==> config.mk <==
export PLATFORM = sky130hd
export DESIGN_NAME = ram_arbiter_flat
export DESIGN_NICKNAME = d
export VERILOG_FILES = /design/src/rtl/cpu_types_pkg.sv /design/src/rtl/ram_arbiter_if.sv /design/src/rtl/ram_arbiter_rr_picker.sv /design/src/rtl/ram_arbiter.sv /design/src/flat_wrapper.sv
export SDC_FILE = /design/constraint.sdc
export NUM_CORES = 1
export LEC_CHECK = 0
export ABC_AREA = 1
export BUFFER_PORTS_ARGS = -buffer_cell sky130_fd_sc_hd__clkbuf_2
export CORE_AREA = 3 3 169 171
export CTS_CLUSTER_SIZE = 25
export DETAILED_ROUTE_END_ITERATION = 7
export DIE_AREA = 0 0 172 174
export SYNTH_ARGS = -nofsm -noshare
export SYNTH_HDL_FRONTEND = slang
export SYNTH_HIERARCHICAL = 1
export SYNTH_SLANG_ARGS = --single-unit
==> constraint.sdc <==
create_clock -name CLK -period 1.45 [get_ports CLK]
set_clock_uncertainty 0.1 [all_clocks]
set_input_delay 0.29 -clock CLK [delete_from_list [all_inputs] [get_ports CLK]]
set_output_delay 0.29 -clock CLK [all_outputs]
set_load 0.005 [all_outputs]
==> src/rtl/cpu_types_pkg.sv <==
// Shared CPU/RAM types: word, RAM status, and the arbiter's source and state encodings.
package cpu_types_pkg;

   typedef logic [31:0] word_t;

   typedef enum logic [1:0] {
      FREE   = 2'd0,
      BUSY   = 2'd1,
      ACCESS = 2'd2,
      ERROR  = 2'd3
   } ramstate_t;

   typedef enum logic [1:0] {
      DWR = 2'd0,
      DRD = 2'd1,
      IRD = 2'd2
   } arb_src_t;

   typedef enum logic {
      IDLE  = 1'b0,
      SERVE = 1'b1
   } arb_state_t;

endpackage

==> src/rtl/ram_arbiter_if.sv <==
// Cache-side request ports and the shared RAM port seen by ram_arbiter.
interface ram_arbiter_if
   import cpu_types_pkg::*;
#(
   parameter int unsigned CPUS = 2
);
   logic [CPUS-1:0]    iREN;
   logic [CPUS-1:0]    dREN;
   logic [CPUS-1:0]    dWEN;
   logic [CPUS*32-1:0] iaddr;
   logic [CPUS*32-1:0] daddr;
   logic [CPUS*32-1:0] dstore;
   logic [CPUS-1:0]    iwait;
   logic [CPUS-1:0]    dwait;
   logic [CPUS*32-1:0] iload;
   logic [CPUS*32-1:0] dload;
   ramstate_t          ramstate;
   word_t              ramload;
   logic               ramREN;
   logic               ramWEN;
   word_t              ramaddr;
   word_t              ramstore;

   modport slave (
      input  iREN, dREN, dWEN, iaddr, daddr, dstore, ramstate, ramload,
      output iwait, dwait, iload, dload, ramREN, ramWEN, ramaddr, ramstore
   );

   modport master (
      output iREN, dREN, dWEN, iaddr, daddr, dstore, ramstate, ramload,
      input  iwait, dwait, iload, dload, ramREN, ramWEN, ramaddr, ramstore
   );
endinterface

==> src/rtl/ram_arbiter_rr_picker.sv <==
// Round-robin picker: first requesting index at or after rr_ptr, wrapping modulo CPUS.
module rr_picker #(
   parameter int unsigned CPUS = 2,
   parameter int unsigned IW   = 1
) (
   input  logic [CPUS-1:0] req,
   input  logic [IW-1:0]   rr_ptr,
   output logic            valid,
   output logic [IW-1:0]   idx
);

   int unsigned pos;

   always_comb begin
      valid = 1'b0;
      idx   = '0;
      pos   = 0;
      for (int unsigned k = 0; k < CPUS; k++) begin
         pos = (int'(rr_ptr) + k) % CPUS;
         if (!valid && req[pos]) begin
            valid = 1'b1;
            idx   = IW'(pos);
         end
      end
   end

endmodule

==> src/rtl/ram_arbiter.sv <==
// Multi-core RAM arbiter: round-robin across cores, data before instruction within a core,
// grant held until ACCESS, timeout or withdrawal.
module ram_arbiter
   import cpu_types_pkg::*;
#(
   parameter int unsigned CPUS    = 2,
   parameter int unsigned TIMEOUT = 64
) (
   input  logic          CLK,
   input  logic          RST,
   ram_arbiter_if.slave  bus,
   output logic          timeout_err
);

   localparam int unsigned IW = (CPUS > 1) ? $clog2(CPUS) : 1;

   arb_state_t      state_q, state_d;
   arb_src_t        grant_src_q, grant_src_d;
   logic [IW-1:0]   grant_cpu_q, grant_cpu_d;
   logic [IW-1:0]   rr_ptr_q, rr_ptr_d;
   logic [7:0]      tcount_q, tcount_d;
   logic            timeout_err_q, timeout_err_d;

   logic            pick_valid;
   logic [IW-1:0]   pick_idx;
   logic [IW-1:0]   rr_next;
   logic            live;
   word_t           g_iaddr, g_daddr, g_dstore;

   rr_picker #(.CPUS(CPUS), .IW(IW)) u_picker (
      .req    (bus.iREN | bus.dREN | bus.dWEN),
      .rr_ptr (rr_ptr_q),
      .valid  (pick_valid),
      .idx    (pick_idx)
   );

   assign bus.iload   = {CPUS{bus.ramload}};
   assign bus.dload   = {CPUS{bus.ramload}};
   assign timeout_err = timeout_err_q;
   assign rr_next     = (grant_cpu_q == IW'(CPUS - 1)) ? '0 : grant_cpu_q + IW'(1);
   assign g_iaddr     = bus.iaddr[32*int'(grant_cpu_q) +: 32];
   assign g_daddr     = bus.daddr[32*int'(grant_cpu_q) +: 32];
   assign g_dstore    = bus.dstore[32*int'(grant_cpu_q) +: 32];

   // The lock follows the live request bit so a withdrawn request stops hitting RAM at once.
   always_comb begin
      case (grant_src_q)
         DWR:     live = bus.dWEN[grant_cpu_q];
         DRD:     live = bus.dREN[grant_cpu_q];
         default: live = bus.iREN[grant_cpu_q];
      endcase
   end

   always_comb begin
      state_d       = state_q;
      grant_src_d   = grant_src_q;
      grant_cpu_d   = grant_cpu_q;
      rr_ptr_d      = rr_ptr_q;
      tcount_d      = tcount_q;
      timeout_err_d = 1'b0;
      bus.iwait     = '1;
      bus.dwait     = '1;
      bus.ramREN    = 1'b0;
      bus.ramWEN    = 1'b0;
      bus.ramaddr   = '0;
      bus.ramstore  = '0;

      case (state_q)
         IDLE: begin
            if (pick_valid) begin
               grant_cpu_d = pick_idx;
               if (bus.dWEN[pick_idx])      grant_src_d = DWR;
               else if (bus.dREN[pick_idx]) grant_src_d = DRD;
               else                         grant_src_d = IRD;
               tcount_d = '0;
               state_d  = SERVE;
            end
         end

         default: begin
            case (grant_src_q)
               DWR: begin
                  bus.ramWEN   = live;
                  bus.ramaddr  = g_daddr;
                  bus.ramstore = g_dstore;
               end
               DRD: begin
                  bus.ramREN  = live;
                  bus.ramaddr = g_daddr;
               end
               default: begin
                  bus.ramREN  = live;
                  bus.ramaddr = g_iaddr;
               end
            endcase

            // Priority order: withdrawal, then ACCESS, then timeout.
            if (!live) begin
               state_d = IDLE;
            end else if (bus.ramstate == ACCESS) begin
               if (grant_src_q == IRD) bus.iwait[grant_cpu_q] = 1'b0;
               else                    bus.dwait[grant_cpu_q] = 1'b0;
               rr_ptr_d = rr_next;
               state_d  = IDLE;
            end else if (tcount_q >= 8'(TIMEOUT - 1)) begin
               timeout_err_d = 1'b1;
               rr_ptr_d      = rr_next;
               state_d       = IDLE;
            end else if (tcount_q != '1) begin
               tcount_d = tcount_q + 8'd1;
            end
         end
      endcase
   end

   always_ff @(posedge CLK) begin
      if (RST) begin
         state_q       <= IDLE;
         grant_src_q   <= DWR;
         grant_cpu_q   <= '0;
         rr_ptr_q      <= '0;
         tcount_q      <= '0;
         timeout_err_q <= 1'b0;
      end else begin
         state_q       <= state_d;
         grant_src_q   <= grant_src_d;
         grant_cpu_q   <= grant_cpu_d;
         rr_ptr_q      <= rr_ptr_d;
         tcount_q      <= tcount_d;
         timeout_err_q <= timeout_err_d;
      end
   end

endmodule

==> src/flat_wrapper.sv <==
// flat-port wrapper written by rule: the top's interface ports become plain ports
module ram_arbiter_flat import cpu_types_pkg::*;
#(
   parameter int unsigned CPUS    = 2,
   parameter int unsigned TIMEOUT = 64
)
  (CLK, RST, timeout_err, bus_iREN, bus_dREN, bus_dWEN, bus_iaddr, bus_daddr, bus_dstore, bus_ramstate, bus_ramload, bus_iwait, bus_dwait, bus_iload, bus_dload, bus_ramREN, bus_ramWEN, bus_ramaddr, bus_ramstore);
  ram_arbiter_if #(.CPUS(CPUS)) bus_i ();
  input  logic CLK;
  input  logic RST;
  output logic timeout_err;
  input wire logic [$bits(bus_i.iREN)-1:0] bus_iREN;
  input wire logic [$bits(bus_i.dREN)-1:0] bus_dREN;
  input wire logic [$bits(bus_i.dWEN)-1:0] bus_dWEN;
  input wire logic [$bits(bus_i.iaddr)-1:0] bus_iaddr;
  input wire logic [$bits(bus_i.daddr)-1:0] bus_daddr;
  input wire logic [$bits(bus_i.dstore)-1:0] bus_dstore;
  input wire logic [$bits(bus_i.ramstate)-1:0] bus_ramstate;
  input wire logic [$bits(bus_i.ramload)-1:0] bus_ramload;
  output wire logic [$bits(bus_i.iwait)-1:0] bus_iwait;
  output wire logic [$bits(bus_i.dwait)-1:0] bus_dwait;
  output wire logic [$bits(bus_i.iload)-1:0] bus_iload;
  output wire logic [$bits(bus_i.dload)-1:0] bus_dload;
  output wire logic [$bits(bus_i.ramREN)-1:0] bus_ramREN;
  output wire logic [$bits(bus_i.ramWEN)-1:0] bus_ramWEN;
  output wire logic [$bits(bus_i.ramaddr)-1:0] bus_ramaddr;
  output wire logic [$bits(bus_i.ramstore)-1:0] bus_ramstore;
  assign bus_i.iREN = bus_iREN;
  assign bus_i.dREN = bus_dREN;
  assign bus_i.dWEN = bus_dWEN;
  assign bus_i.iaddr = bus_iaddr;
  assign bus_i.daddr = bus_daddr;
  assign bus_i.dstore = bus_dstore;
  assign bus_i.ramstate = bus_ramstate;
  assign bus_i.ramload = bus_ramload;
  assign bus_iwait = bus_i.iwait;
  assign bus_dwait = bus_i.dwait;
  assign bus_iload = bus_i.iload;
  assign bus_dload = bus_i.dload;
  assign bus_ramREN = bus_i.ramREN;
  assign bus_ramWEN = bus_i.ramWEN;
  assign bus_ramaddr = bus_i.ramaddr;
  assign bus_ramstore = bus_i.ramstore;
  ram_arbiter #(.CPUS(CPUS), .TIMEOUT(TIMEOUT)) u_core (.CLK(CLK), .RST(RST), .bus(bus_i), .timeout_err(timeout_err));
endmodule
# Yosys cells after proc, flatten, opt, wreduce, memory -nomap -nowiden
# Cells that the tools add are included.
# classes
addsub	3
n_mul	0
n_div	0
order_cmp	6
eq_ne	8
shift	3
mux	54
bitwise_logic	5
n_reduce_logical	11
# ops
cell	count
$shiftx 64x7->32	3
$mux 32	4
$mux 8	6
$mux 1	32
$mux 2	10
$add 8x1->8 const B	1
$ge 8x6->1 const B	1
$lt 1x2->1 const B	4
$ne 2x2->1 const B	4
$ne 8x8->1 const B	1
$reduce_and 5->1	1
$eq 2x2->1 const B	2
$or 2x2->2	2
$reduce_bool 2->1	2
$reduce_or 4->1	1
$reduce_and 3->1	1
$add 1x1->1 const B	2
$eq 2x1->1 const B	1
$logic_and 1x1->1	2
$logic_not 2->1	1
$not 1->1	2
$not 2->2	1
$pmux 1 s2	1
$reduce_and 2->1	1
other kinds (4)	4
# totals
register_bits	14
latch_bits	0
ramBits	0
mem_bits_ro	0
inputBits	234
elab_cells	96
mem_count	0

# Longest topological paths before layout
# logic_depth
ltp_word	12
mapped_depth	10
ltp_nobuf	9

# By module
# The synthesis kept the hierarchy.
# modules_own_cells
mod	n_inst	cells_each	area_per_inst_um2	seq_area_each_um2
ram_arbiter	1	609	3316.9	280.3
rr_picker	1	4	18.8	0.0

# Worst setup path after synthesis
# No wires, ideal clock.
# synth_timing
path_kind	register to output
start	register u_core.grant_cpu_q
end	output port bus_ramaddr[25]
arrival_time_ps	1094
t_required_ps	1060
slack_ps	-34
path_stages_with_launch	8
path_buffers	3
cell_sequence	dfxtp_1 buf_4 inv_4 buf_2 buf_2 nor2_1 o21ai_0 a21oi_1
# synth_via
elab_chain_cells	3
word_cells_on_any_way	4
# synth_rtl
element	line	rtl
from (decl)	ram_arbiter.sv:19	logic [IW-1:0] grant_cpu_q, grant_cpu_d;
from (signal assigned)	ram_arbiter.sv:127	grant_cpu_q <= grant_cpu_d;
$shiftx 64x7->32 (on tied branches)	ram_arbiter.sv:41, ram_arbiter.sv:42	
$mux 32 *	ram_arbiter.sv:81	case (grant_src_q)
$mux 32 *	ram_arbiter.sv:68	case (state_q)
to (decl)	flat_wrapper.sv:26	output wire logic [$bits(bus_i.ramaddr)-1:0] bus_ramaddr;
# Mark *: on every way between the ends. The rest lies on a longest branch, timed or not.

# Worst setup path after layout
# layout_timing
start	register u_core.grant_src_q[1]
end	output port bus_ramstore[2]
# layout_via
elab_chain_cells	3
# layout_rtl
element	line	rtl
from (decl)	ram_arbiter.sv:18	arb_src_t grant_src_q, grant_src_d;
from (signal assigned)	ram_arbiter.sv:126	grant_src_q <= grant_src_d;
$logic_not 2->1	ram_arbiter.sv:81	
$mux 32	ram_arbiter.sv:81	
$mux 32	ram_arbiter.sv:68	
to (decl)	flat_wrapper.sv:27	output wire logic [$bits(bus_i.ramstore)-1:0] bus_ramstore;
# No other way between the ends.

==> results.md <==
* Slowest stage delay, CP at 0.36 ns
* Syn nets at 848
* Clock slew at reported path FFs at 0.05 ns
* Crit path time final at 1.94 ns
* Multi-input combinational cell area at 2180 µm²
* Layout net count at 1044
* Detail Placement HPWL at 12300 µm
* Sw frac at 41.2%
* Die X-Extent at 172 µm
* Syn Inst Count at 613
* Synth Area in Compound Gates at 21.8%
* Die height at 174 µm
* Grt met2 use at 18.2%
* Met3 Use GR at 2.07%
* Pwr Total at 3090 µW
* Violated checks: setup timing
* Post-synthesis mux area share at 0%
* Total wire length at 19200 µm
* Largest cells by area after synthesis: buf_4 30%, nor2_1 17%, a21oi_1 11%
* Unrepaired setup endpoints after global routing: true
* Final hold vios at 0
* FILL cells at 3072
* Die area at 29900 µm²
* Drt first-iter violations at 336
* Rel. slew slack at 77.2%
* Num Clock Sinks at 14
* P_int at 1820 µW
* Vias at 4609
* Power per cell area at 555 nW/µm²
* Drt pass-1 iters at 5
* H-Tree Depth at 1
* CP Max Fanout at 8
* Global-route wire length before repair at 23400 µm
* CP endpoint kind: primary output
* FF-to-FF Start: u_core/grant_src_q[1]$_SDFFE_PP0P_
* Arrival @ worst endpoint at 1.55 ns
* Adder-cell share of the synthesized area at 0.375%
* DR vias/cell at 4.01
* Worst slack, placed at -0.405 ns
* DR DRC count at 0
* Worst hold path startpoint: RST
* Post-synth top area share at 30.4%
* Max Cap Viol at 0
* Commonest non-fill, non-tap cells in the layout: 235 x clkbuf_2, 125 x nor2_1, 84 x nand2_1
* Num CTS Buffers at 3
* Initial core utilization at 12.3%
* DRT antenna net count at 0
* Reg2reg setup slack at -0.30 ns
* CTS root buf: clkbuf_16
* Leak pwr at 0.00277 µW
* Final core occ at 20.6%
* Crit path kind: register to primary output
* Post-synth cell types at 27
* Reg area at 288 µm²
* Most common cell after layout, fill and taps aside: clkbuf_2
* GRT Residual Overflow at 0
* Min-Delay Path Class: primary input to register
* M1 GR Usage at 12.0%
* Clock power share at 17.0%
* Initial antenna violation count at 0
* Placer congestion estimate at 0.839
* Post-Synth XOR/XNOR Area at 0.525%
* Fraction of layout cells with a size suffix above 1 at 55.6%
* Tot GR Track Use at 10.1%
* Worst path cell trace: buf_4, nor2_4, nand2_4, clkbuf_16, a21oi_4, clkbuf_2
* Synthesis-stage register bit count at 14
* Vias in the first global route at 4113
* Rows at 60
* CTS tree: done
* WL/cell at 16.7 µm
* Register area share after synthesis at 8.40%
* # diodes at 0
* Final setup vio count at 80
* Worst Tran Pin Value at 0.339 ns
* Logic pwr share at 69.3%
* Max Slew Vio Count at 0
* Clk Latency, worst-skew pair at 0.25 ns
* Type of origin of the critical path: register
* Area grow syn2layout at 67.0%
* Grt peak-use layer: met2
* Max VDD drop at 0.000319 V
* Cts hold-fix bufs at 0
* Fmax at 517 MHz
* Yosys warns at 6
* Yosys top cell by area: buf_4
* Pin count of the biggest net entering global routing at 33
* Reg power frac at 13.7%
* Input/output buffers at 272
* Status: finished with violations
* Post-synthesis simple-gate area fraction at 32.0%
* Worst setup path startpoint: u_core/grant_src_q[1]$_SDFFE_PP0P_
* Cell Area, Synth at 3340 µm²
* Core Region at 27000 µm²
* Ports at 433
* Final period utilization at 133%
* Final worst setup slack at -0.485 ns
* Longest Clk Path Bufs at 2
* Syn_area_per_cell at 5.44 µm²
* Crit-path slowest cell: dfxtp_4
* Net Switching at 1270 µW
* Largest family of logic cells by synthesized area: buffers and inverters
* CP required at 1.06 ns
-- state kept, by name, summed over array words and instances (netlist names) --
| register | flops |
|---|---|
| u_core/state_q | 1 |
| u_core/timeout_err | 1 |
| u_core/grant_src_q | 2 |
| u_core/tcount_q | 8 |
| u_core/rr_ptr_q | 1 |
| u_core/grant_cpu_q | 1 |
-- final cells by class --
cell class              count  share of cell area (%)
repair buffers            356                    44.8
multi-input cells         411                    39.1
well taps                 341                    7.66
flip-flops and latches     14                    5.17
inverters                  23                    1.91
clock buffers               3                    1.35
-- through the flow --
step                      setup TNS [ns]  hold WS (ns)  std cells  instance area [µm²]
after floorplan                 -0.00858         0.317        613                 3350
after global placement            -14.41         0.325       1111                 4470
after detailed placement          -15.02         0.328       1111                 4470
after CTS                         -30.27         0.287       1123                 4890
after global routing              -38.30         0.305       1148                 5570
final                             -32.64         0.295       1148                 5570
-- synth_stat cells, drive strengths merged --
cell	instances
buf	154
nor2	152
nand2	91
a21oi	72
o21ai	69
inv	23
nand3	16
dfxtp	14
clkbuf	11
nor3	3
o211ai	2
xor2	2
ha	1
nand4	1
o31ai	1
or2	1
-- final timing paths --
kind / endpoint / depth (start not counted)
max: bus_ramstore[2] / 6
min: u_core/tcount_q[7]$_SDFFE_PP0P_ / 2
max reg2reg: u_core/tcount_q[0]$_SDFFE_PP0P_ / 11
min reg2reg: u_core/tcount_q[6]$_SDFFE_PP0P_ / 2
-- critical path: cells and delay by family, from the launching register on --
kind,cells,cell delay [ns]
compound gates,1,0.13
buf+inv,3,0.50
flops,1,0.36
simple gates,2,0.30
-- power by group through the flow --
stage | combinational [µW] | sequential [µW] | clock (µW)
after CTS | 1740 | 424 | 540
after global placement | 1510 | 425 | 0
after floorplan | 973 | 422 | 0
after global routing | 2320 | 427 | 554
final | 2140 | 425 | 526
after detailed placement | 1510 | 426 | 0
-- repair_timing --
item,in CTS,in global routing
setup endpoints to repair,81,82
buffers inserted,4,16
gates cloned,5,10
pin swaps,5,30
gates resized for setup,60,148
-- cells by family (layout without fill, tap and decap cells) --
group / after synthesis / count (layout)
adder cells (fa/ha/maj): 1 / 1
AO/OA/AOI/OAI: 144 / 144
buffers and inverters: 188 / 382
flip-flops: 14 / 14
XOR/XNOR: 2 / 2
AND/OR/NAND/NOR: 264 / 264
-- routing by layer --
layer,routed length [µm],share of wire [%]
met5,37,0.19
met4,359,1.9
met3,1710,8.9
met2,9130,48
met1,7950,41
No activity file was read; power rests on OpenSTA's default activity.
